File: src/rtl/uart_rx_mmio.sv
// rtl/uart_rx_mmio.sv - memory-mapped 8N1 UART receiver with byte FIFO (EXISTS/VALUE window)
// Optional sticky overrun flag: define UART_RX_OVERRUN_FLAG_EN.
module uart_rx_mmio #(
    parameter int CLK_FREQ   = 27_000_000,
    parameter int BAUD_RATE  = 115200,
    parameter int FIFO_DEPTH = 16
) (
    input  logic        clk,
    input  logic        reset,
    input  logic        uart_rx,
    input  logic        req_valid,
    output logic        req_ready,
    input  logic [31:0] req_addr,
    input  logic        req_wen,
    input  logic [31:0] req_wdata,
    output logic        resp_valid,
    output logic [31:0] resp_data
);

    localparam int DIV = CLK_FREQ / BAUD_RATE;
    localparam int CW  = $clog2(DIV);
    localparam int AW  = $clog2(FIFO_DEPTH);
    localparam logic [CW-1:0] CNT_HALF = CW'(DIV / 2 - 1);
    localparam logic [CW-1:0] CNT_FULL = CW'(DIV - 1);

    typedef enum logic [1:0] {S_IDLE, S_START, S_DATA, S_STOP} state_t;

    logic          sync1_q, sync2_q, rx_s;
    state_t        state_q, state_d;
    logic [CW-1:0] cnt_q, cnt_d;
    logic [2:0]    idx_q, idx_d;
    logic [7:0]    shreg_q, shreg_d;
    logic          push;

    logic [7:0]    mem_q [FIFO_DEPTH];
    logic [AW:0]   wptr_q, wptr_d, rptr_q, rptr_d;
    logic          empty, full, do_push, pop;
    logic [7:0]    head;

    logic          req_ready_q, resp_valid_q;
    logic [31:0]   resp_data_q, resp_data_d;
    logic          accept, rd_exists, rd_value;
    logic          ovr_q;

    logic unused_bits;
    assign unused_bits = ^{req_wdata, req_addr[31:4], req_addr[2:0]};

    assign rx_s = sync2_q;

    always_comb begin
        state_d = state_q;
        cnt_d   = cnt_q;
        idx_d   = idx_q;
        shreg_d = shreg_q;
        push    = 1'b0;
        case (state_q)
            S_IDLE: begin
                if (!rx_s) begin
                    state_d = S_START;
                    cnt_d   = '0;
                end
            end
            S_START: begin
                // Mid-bit recheck rejects short low glitches on the idle line.
                if (cnt_q == CNT_HALF) begin
                    cnt_d   = '0;
                    idx_d   = 3'd0;
                    state_d = rx_s ? S_IDLE : S_DATA;
                end else begin
                    cnt_d = cnt_q + CW'(1);
                end
            end
            S_DATA: begin
                if (cnt_q == CNT_FULL) begin
                    cnt_d   = '0;
                    shreg_d = {rx_s, shreg_q[7:1]};
                    if (idx_q == 3'd7) begin
                        state_d = S_STOP;
                    end else begin
                        idx_d = idx_q + 3'd1;
                    end
                end else begin
                    cnt_d = cnt_q + CW'(1);
                end
            end
            S_STOP: begin
                if (cnt_q == CNT_FULL) begin
                    push    = rx_s;
                    state_d = S_IDLE;
                end else begin
                    cnt_d = cnt_q + CW'(1);
                end
            end
            default: state_d = S_IDLE;
        endcase
    end

    assign empty   = (wptr_q == rptr_q);
    assign full    = (wptr_q[AW] != rptr_q[AW]) && (wptr_q[AW-1:0] == rptr_q[AW-1:0]);
    assign head    = mem_q[rptr_q[AW-1:0]];

    assign accept    = req_valid & req_ready_q;
    assign rd_exists = accept & ~req_wen & ~req_addr[3];
    assign rd_value  = accept & ~req_wen & req_addr[3];
    assign pop       = rd_value & ~empty;
    // A pop in the same cycle frees the slot, so a push into a full FIFO survives then.
    assign do_push   = push & (~full | pop);
    assign wptr_d    = do_push ? wptr_q + 1'b1 : wptr_q;
    assign rptr_d    = pop ? rptr_q + 1'b1 : rptr_q;

`ifdef UART_RX_OVERRUN_FLAG_EN
    logic drop, ovr_d;
    assign drop  = push & full & ~pop;
    assign ovr_d = rd_exists ? drop : (ovr_q | drop);
    always_ff @(posedge clk) begin
        if (reset) begin
            ovr_q <= 1'b0;
        end else begin
            ovr_q <= ovr_d;
        end
    end
`else
    assign ovr_q = 1'b0;
`endif

    always_comb begin
        resp_data_d = 32'd0;
        if (rd_exists) begin
            resp_data_d = {30'd0, ovr_q, ~empty};
        end else if (rd_value && !empty) begin
            resp_data_d = {24'd0, head};
        end
    end

    always_ff @(posedge clk) begin
        if (do_push) begin
            mem_q[wptr_q[AW-1:0]] <= shreg_q;
        end
    end

    always_ff @(posedge clk) begin
        if (reset) begin
            sync1_q      <= 1'b1;
            sync2_q      <= 1'b1;
            state_q      <= S_IDLE;
            cnt_q        <= '0;
            idx_q        <= 3'd0;
            shreg_q      <= 8'd0;
            wptr_q       <= '0;
            rptr_q       <= '0;
            req_ready_q  <= 1'b0;
            resp_valid_q <= 1'b0;
            resp_data_q  <= 32'd0;
        end else begin
            sync1_q      <= uart_rx;
            sync2_q      <= sync1_q;
            state_q      <= state_d;
            cnt_q        <= cnt_d;
            idx_q        <= idx_d;
            shreg_q      <= shreg_d;
            wptr_q       <= wptr_d;
            rptr_q       <= rptr_d;
            req_ready_q  <= 1'b1;
            resp_valid_q <= accept;
            resp_data_q  <= resp_data_d;
        end
    end

    assign req_ready  = req_ready_q;
    assign resp_valid = resp_valid_q;
    assign resp_data  = resp_data_q;

endmodule
File: config.mk
export PLATFORM = sky130hd
export DESIGN_NAME = uart_rx_mmio
export DESIGN_NICKNAME = d
export VERILOG_FILES = /design/src/rtl/uart_rx_mmio.sv
export SDC_FILE = /design/constraint.sdc
export NUM_CORES = 1
export LEC_CHECK = 0
export BUFFER_PORTS_ARGS = -buffer_cell sky130_fd_sc_hd__buf_2
export CELL_PAD_IN_SITES_DETAIL_PLACEMENT = 2
export CELL_PAD_IN_SITES_GLOBAL_PLACEMENT = 2
export CORE_UTILIZATION = 30
export DETAILED_ROUTE_END_ITERATION = 7
export PLACE_DENSITY_LB_ADDON = 0.1
export SLEW_MARGIN = 15
export SYNTH_ARGS = -nofsm -noshare
export SYNTH_HDL_FRONTEND = slang
export SYNTH_SLANG_ARGS = --single-unit
File: constraint.sdc
create_clock -name clk -period 4.4 [get_ports clk]
set_input_delay 0.44 -clock clk [delete_from_list [all_inputs] [get_ports clk]]
set_output_delay 0.44 -clock clk [all_outputs]
set_load 0.01 [all_outputs]
# ---- Word-level counts from Yosys, hierarchy flattened
# Memories as Yosys holds them, arrays and structs flattened. A register that Yosys moved wholly into a read port is not among the register bits.
# Cells that the tools add are included.
dict set report op_classes {
  n_addsub 4
  eq_ne 16
  n_mux 25
  bitwise_logic 12
  reduce_logical 11
}
# op n
set ops {}
lappend ops {{2-to-1 mux 8 bit} 4}
lappend ops {{one-hot mux 8 bit (4 select lines)} 1}
lappend ops {{!= test 2 bit, second input constant} 7}
lappend ops {{2-to-1 mux 2 bit} 6}
lappend ops {{adder 5 x 1 -> 5 bit, second input constant} 2}
lappend ops {{2-to-1 mux 3 bit} 3}
lappend ops {{adder 8 x 1 -> 8 bit, second input constant} 1}
lappend ops {{== test 8 x 7 -> 1 bit, second input constant} 1}
lappend ops {{== test 8 bit, second input constant} 1}
lappend ops {{2-to-1 mux 4 bit} 2}
lappend ops {{one-hot mux 2 bit (4 select lines)} 1}
lappend ops {{2-to-1 mux 1 bit} 7}
lappend ops {{bitwise AND 1 bit} 6}
lappend ops {{one-hot mux 3 bit (2 select lines)} 1}
lappend ops {{== test 5 bit} 1}
lappend ops {{inverter 1 bit} 5}
lappend ops {{AND reduction 5 bit} 1}
lappend ops {{== test 2 bit, second input constant} 2}
lappend ops {{== test 4 bit} 1}
lappend ops {{AND reduction 2 bit} 2}
lappend ops {{AND reduction 4 bit} 1}
lappend ops {{adder 3 x 1 -> 3 bit, second input constant} 1}
lappend ops {{== test 3 bit, second input constant} 1}
lappend ops {{OR reduction 3 bit} 1}
lappend ops {{other kinds (8)} 9}
dict set report word_totals {
  ff_bits 67
  ramBits 128
  elab_cells 82
  mem_count 1
}
# name words word_bits read_ports rd_clocked_by_memory_dff wr line
set mem_list {}
lappend mem_list {mem_q 16 8 1 1 1 35} ;# logic [7:0] mem_q [FIFO_DEPTH];

# ---- Logic depth before layout (Yosys ltp)
dict set report depth {
  ltp_word 8
  ltp_mapped 8
}

# ---- Least setup slack after synthesis
# No wires, ideal clock.
dict set report synth_timing {
  kind {flip-flop to flip-flop}
  start {register cnt_q[0]}
  end {memory mem_q[2][0], enable pin}
  setup_ps 395
  arrival_time_ps 2157
  t_required_ps 4005
  slack_ps 1848
  path_stages_with_launch 7
  n_path_buf 1
  cell_sequence {dfxtp_1 -> ha_1 -> and3_1 -> nand4_4 -> a21o_4 -> buf_6 -> nor4_1}
}
dict set report synth_between {
  elab_chain_len 6
}
# item line
set synth_rtl {}
lappend synth_rtl {{start: declaration} 30} ;# logic [CW-1:0] cnt_q, cnt_d;
lappend synth_rtl {{start signal: assignment} 158} ;# cnt_q <= cnt_d;
lappend synth_rtl {{== test 8 bit} 87} ;# if (cnt_q == CNT_FULL) begin
lappend synth_rtl {{2-to-1 mux 1 bit} 87}
lappend synth_rtl {{2-to-1 mux 1 bit} 56} ;# case (state_q)
lappend synth_rtl {{bitwise AND 1 bit} 107} ;# assign do_push = push & (~full | pop);
lappend synth_rtl {{2-to-1 mux 1 bit} 136} ;# if (do_push) begin
lappend synth_rtl {{2-to-1 mux 1 bit (not written as such)} 137} ;# mem_q[wptr_q[AW-1:0]] <= shreg_q;
lappend synth_rtl {{end: declaration} 35}
# Every way passes these cells.

# ---- Worst setup path in the final report
dict set report layout_timing {
  start {register wptr_q[3]}
  end {memory mem_q[6][0], enable pin}
}
dict set report layout_between {
  elab_chain_len 7
  elab_cells_between_ends 10
}
# item line
set layout_rtl {}
lappend layout_rtl {{start: declaration} 36} ;# logic [AW:0] wptr_q, wptr_d, rptr_q, rptr_d;
lappend layout_rtl {{start signal: assignment} 161} ;# wptr_q <= wptr_d;
lappend layout_rtl {{== test 5 bit or == test 4 bit (tied branches)} {98, 99}}
lappend layout_rtl {{inverter 1 bit or logical AND 1 bit (tied branches)} {105, 99}}
lappend layout_rtl {{bitwise AND 1 bit or inverter 1 bit (tied branches)} {105, 107}}
lappend layout_rtl {{bitwise OR 1 bit} 107}
lappend layout_rtl {{bitwise AND 1 bit} 107}
lappend layout_rtl {{2-to-1 mux 1 bit} 136}
lappend layout_rtl {{2-to-1 mux 1 bit (not written as such)} 137}
# Several ways; a longest one is shown, not always the timed one.

==> summary.txt <==
run status - completed
Net Sw Power - 0.000769 W
share of cells above drive strength 1 - 0.202
Logic pwr share - 0.011
routability-driven placement congestion ratio - 0.751
vias per inst - 4.71
Util after Layout - 0.345
Area contributors post-synth - edfxtp_1, dfxtp_1, mux4_2, buf_4, a21oi_1
nets - 571
RSZ-0062 raised after global routing - false
Final Cycle Share - 0.614
diodes inserted - 0
main flop type after synthesis - edfxtp_1
clock-pin slew of the registers on the worst-case setup and hold paths - 80 ps
largest area contributor in the netlist - edfxtp_1
Final Max Slew Viols - 0
# IOs - 103
Die X - 157 um
Clk network pwr share - 0.456
flops & latches, synth - 175
Peak supply drop - 0.212 mV
synthesized instance count - 478
antenna-violating nets left - 0
core area - 0.0235 mm^2
f_max - 370 MHz
htree depth - 4
Iteration-0 DRC Markers - 270
Initial Utilization - 0.307
drt total wl - 16400 um
most frequent cells in the layout - edfxtp_1, dfxtp_1, nand2_1, mux4_2
fill cell count - 2418
WL per Instance - 19.9 um
pin count of the biggest net entering global routing - 37
buffers added on ports - 15
count of final setup violators - 0
Slew HR - 0.274
fin crit period - 2700 ps
post-CTS resize count - 0
worst skew pair latency - 440 ps
sequential-to-total area share from yosys stat - 0.662
first-pass GRT wire length - 26100 um
Post-synth ARST share - 0
vias in the first global route - 4374
Power Total - 0.00329 W
Num Clock Sinks - 175
synth warn - 0
Final HPWL DP - 11000 um
Min-Delay Path Class - in -> reg
Area Overhead vs Synth - 12.4%
crit start category - flip-flop
post-synthesis cell area - 0.00723 mm^2
Post-CTS Hold Fix Bufs - 0
Sw Share - 0.234
Worst Path Max Fanout - 16
number of synthesized flops with an enable pin - 128
Crit path required time - 4450 ps
Internal - 0.00252 W
post-CTS setup buffers - 0
Setup crit end kind - flip-flop
Core Rows - 56
most common cell after layout, fill and taps aside - edfxtp_1
number of hold violations in the final report - 0
syn avg cell area - 15.1 um^2
Slew @ Worst Pin - 1080 ps
Die H - 157 um
Flop pwr share - 0.533
Static Leak - 2.74 nW
CP Data Arrival Time - 2750 ps
setup_tns - 0 ps
PD cells - 404 mW/mm^2
root buf cell - clkbuf_16
library cells used by synthesis - 57
total CTS buffers - 17
CTS tree - yes
CP Class - reg -> reg
total grt overflow - 0
die area - 0.0247 mm^2
worst reg2reg path depth - 4
vias post-DR - 3882
drt pass-1 iters - 4
total track usage - 0.147
DRC Markers - 0
Worst Skew - 13.4 ps
Max Root-Sink Buffers - 2
Max-cap violations - 0
initial antenna violation count - 0
Synth top area share - 0.532
hold path depth - 2
[registers in the layout, summed over array words and instances (netlist names), named ones only]
| register | flops |
|---|---|
| sync1_q | 1 |
| resp_data | 8 |
| idx_q | 3 |
| mem_q | 128 |
| cnt_q | 8 |
| resp_valid | 1 |
| wptr_q | 5 |
| shreg_q | 8 |
| state_q | 1 |
| rx_s | 1 |
| req_ready | 1 |
| rptr_q | 5 |
[path summary, 6_finish.rpt]
check / from / endpoint / slack, ps
max: wptr_q[3] / mem_q[6][0] / 1700
min: uart_rx / sync1_q / 180
max reg2reg: wptr_q[3] / mem_q[6][0] / 1700
min reg2reg: sync1_q / rx_s / 410
[synthesized netlist by cell type, drive strengths merged (2+ instances only)]
library cell and instances:
edfxtp 128, dfxtp 47, buf 37, mux4 31, nand2 31, a21oi 27, nor2 26, a22oi 13
inv 12, nand3 11, clkbuf 10, ha 10, and3 7, nor2b 7, and2 6, mux2i 6
nor3 6, xor2 6, nand4 5, nor4 5, a211oi 4, o21ai 4, xnor2 4, a21o 3
a31o 3, a31oi 3, and3b 2, mux2 2, or2 2
[per-layer routing]
layer	GRT usage	up-vias	part of all wire
met5	0	-	0
met4	0.0448	0	0.013
met3	0.0333	14	0.022
met2	0.255	41	0.50
met1	0.180	2030	0.46
li1	-	1797	-
[metrics by stage]
step / std cells / setup WS (ps) / area, um^2 / hold WS [ps]
5_1_grt: 824 / 1460 / 8130 / 157
6_report: 824 / 1700 / 8130 / 182
2_1_floorplan: 501 / 1850 / 7320 / 389
4_1_cts: 824 / 1580 / 8130 / 155
3_5_place_dp: 792 / 1610 / 7540 / 399
3_3_place_gp: 792 / 1690 / 7540 / 396
[critical path, stage by stage, from the launching register on]
cell and delay, ps:
dfxtp_1 740, xor2_1 300, nor4_4 120, a21o_4 270
nor4_2 890
[layout make-up]
class	count	area (um^2)	area share
Clock buffer	17	425	0.0523
Clock inverter	15	168	0.0206
Inverter	12	45.0	0.00554
Multi-Input combinational cell	267	2200	0.271
Sequential cell	175	4790	0.589
Tap cell	319	399	0.0491
Timing Repair Buffer	19	105	0.0129
[power by group through the flow]
stage | Sequential [W] | Combinational, W | Clock [W]
after global placement | 0.00179 | 0.0000367 | 0
after global routing | 0.00175 | 0.0000424 | 0.00161
after CTS | 0.00175 | 0.0000376 | 0.00155
after floorplan | 0.00179 | 0.0000454 | 0
final | 0.00175 | 0.0000373 | 0.00150
after detailed placement | 0.00179 | 0.0000376 | 0
[cell families (layout without fill, tap and decap cells)]
logic type / count (synthesis) / in the layout / share of synthesized area
AO/OA/AOI/OAI: 66 / 66 / 0.0630
XOR/XNOR: 10 / 10 / 0.0121
other: 1 / 24 / 0.000519
flip-flops: 175 / 175 / 0.662
buffers and inverters: 59 / 63 / 0.0483
multiplexers: 39 / 39 / 0.108
adder cells (fa/ha/maj): 10 / 10 / 0.0173
AND/OR/NAND/NOR: 118 / 118 / 0.0891
(Power assumes the default switching activity.)
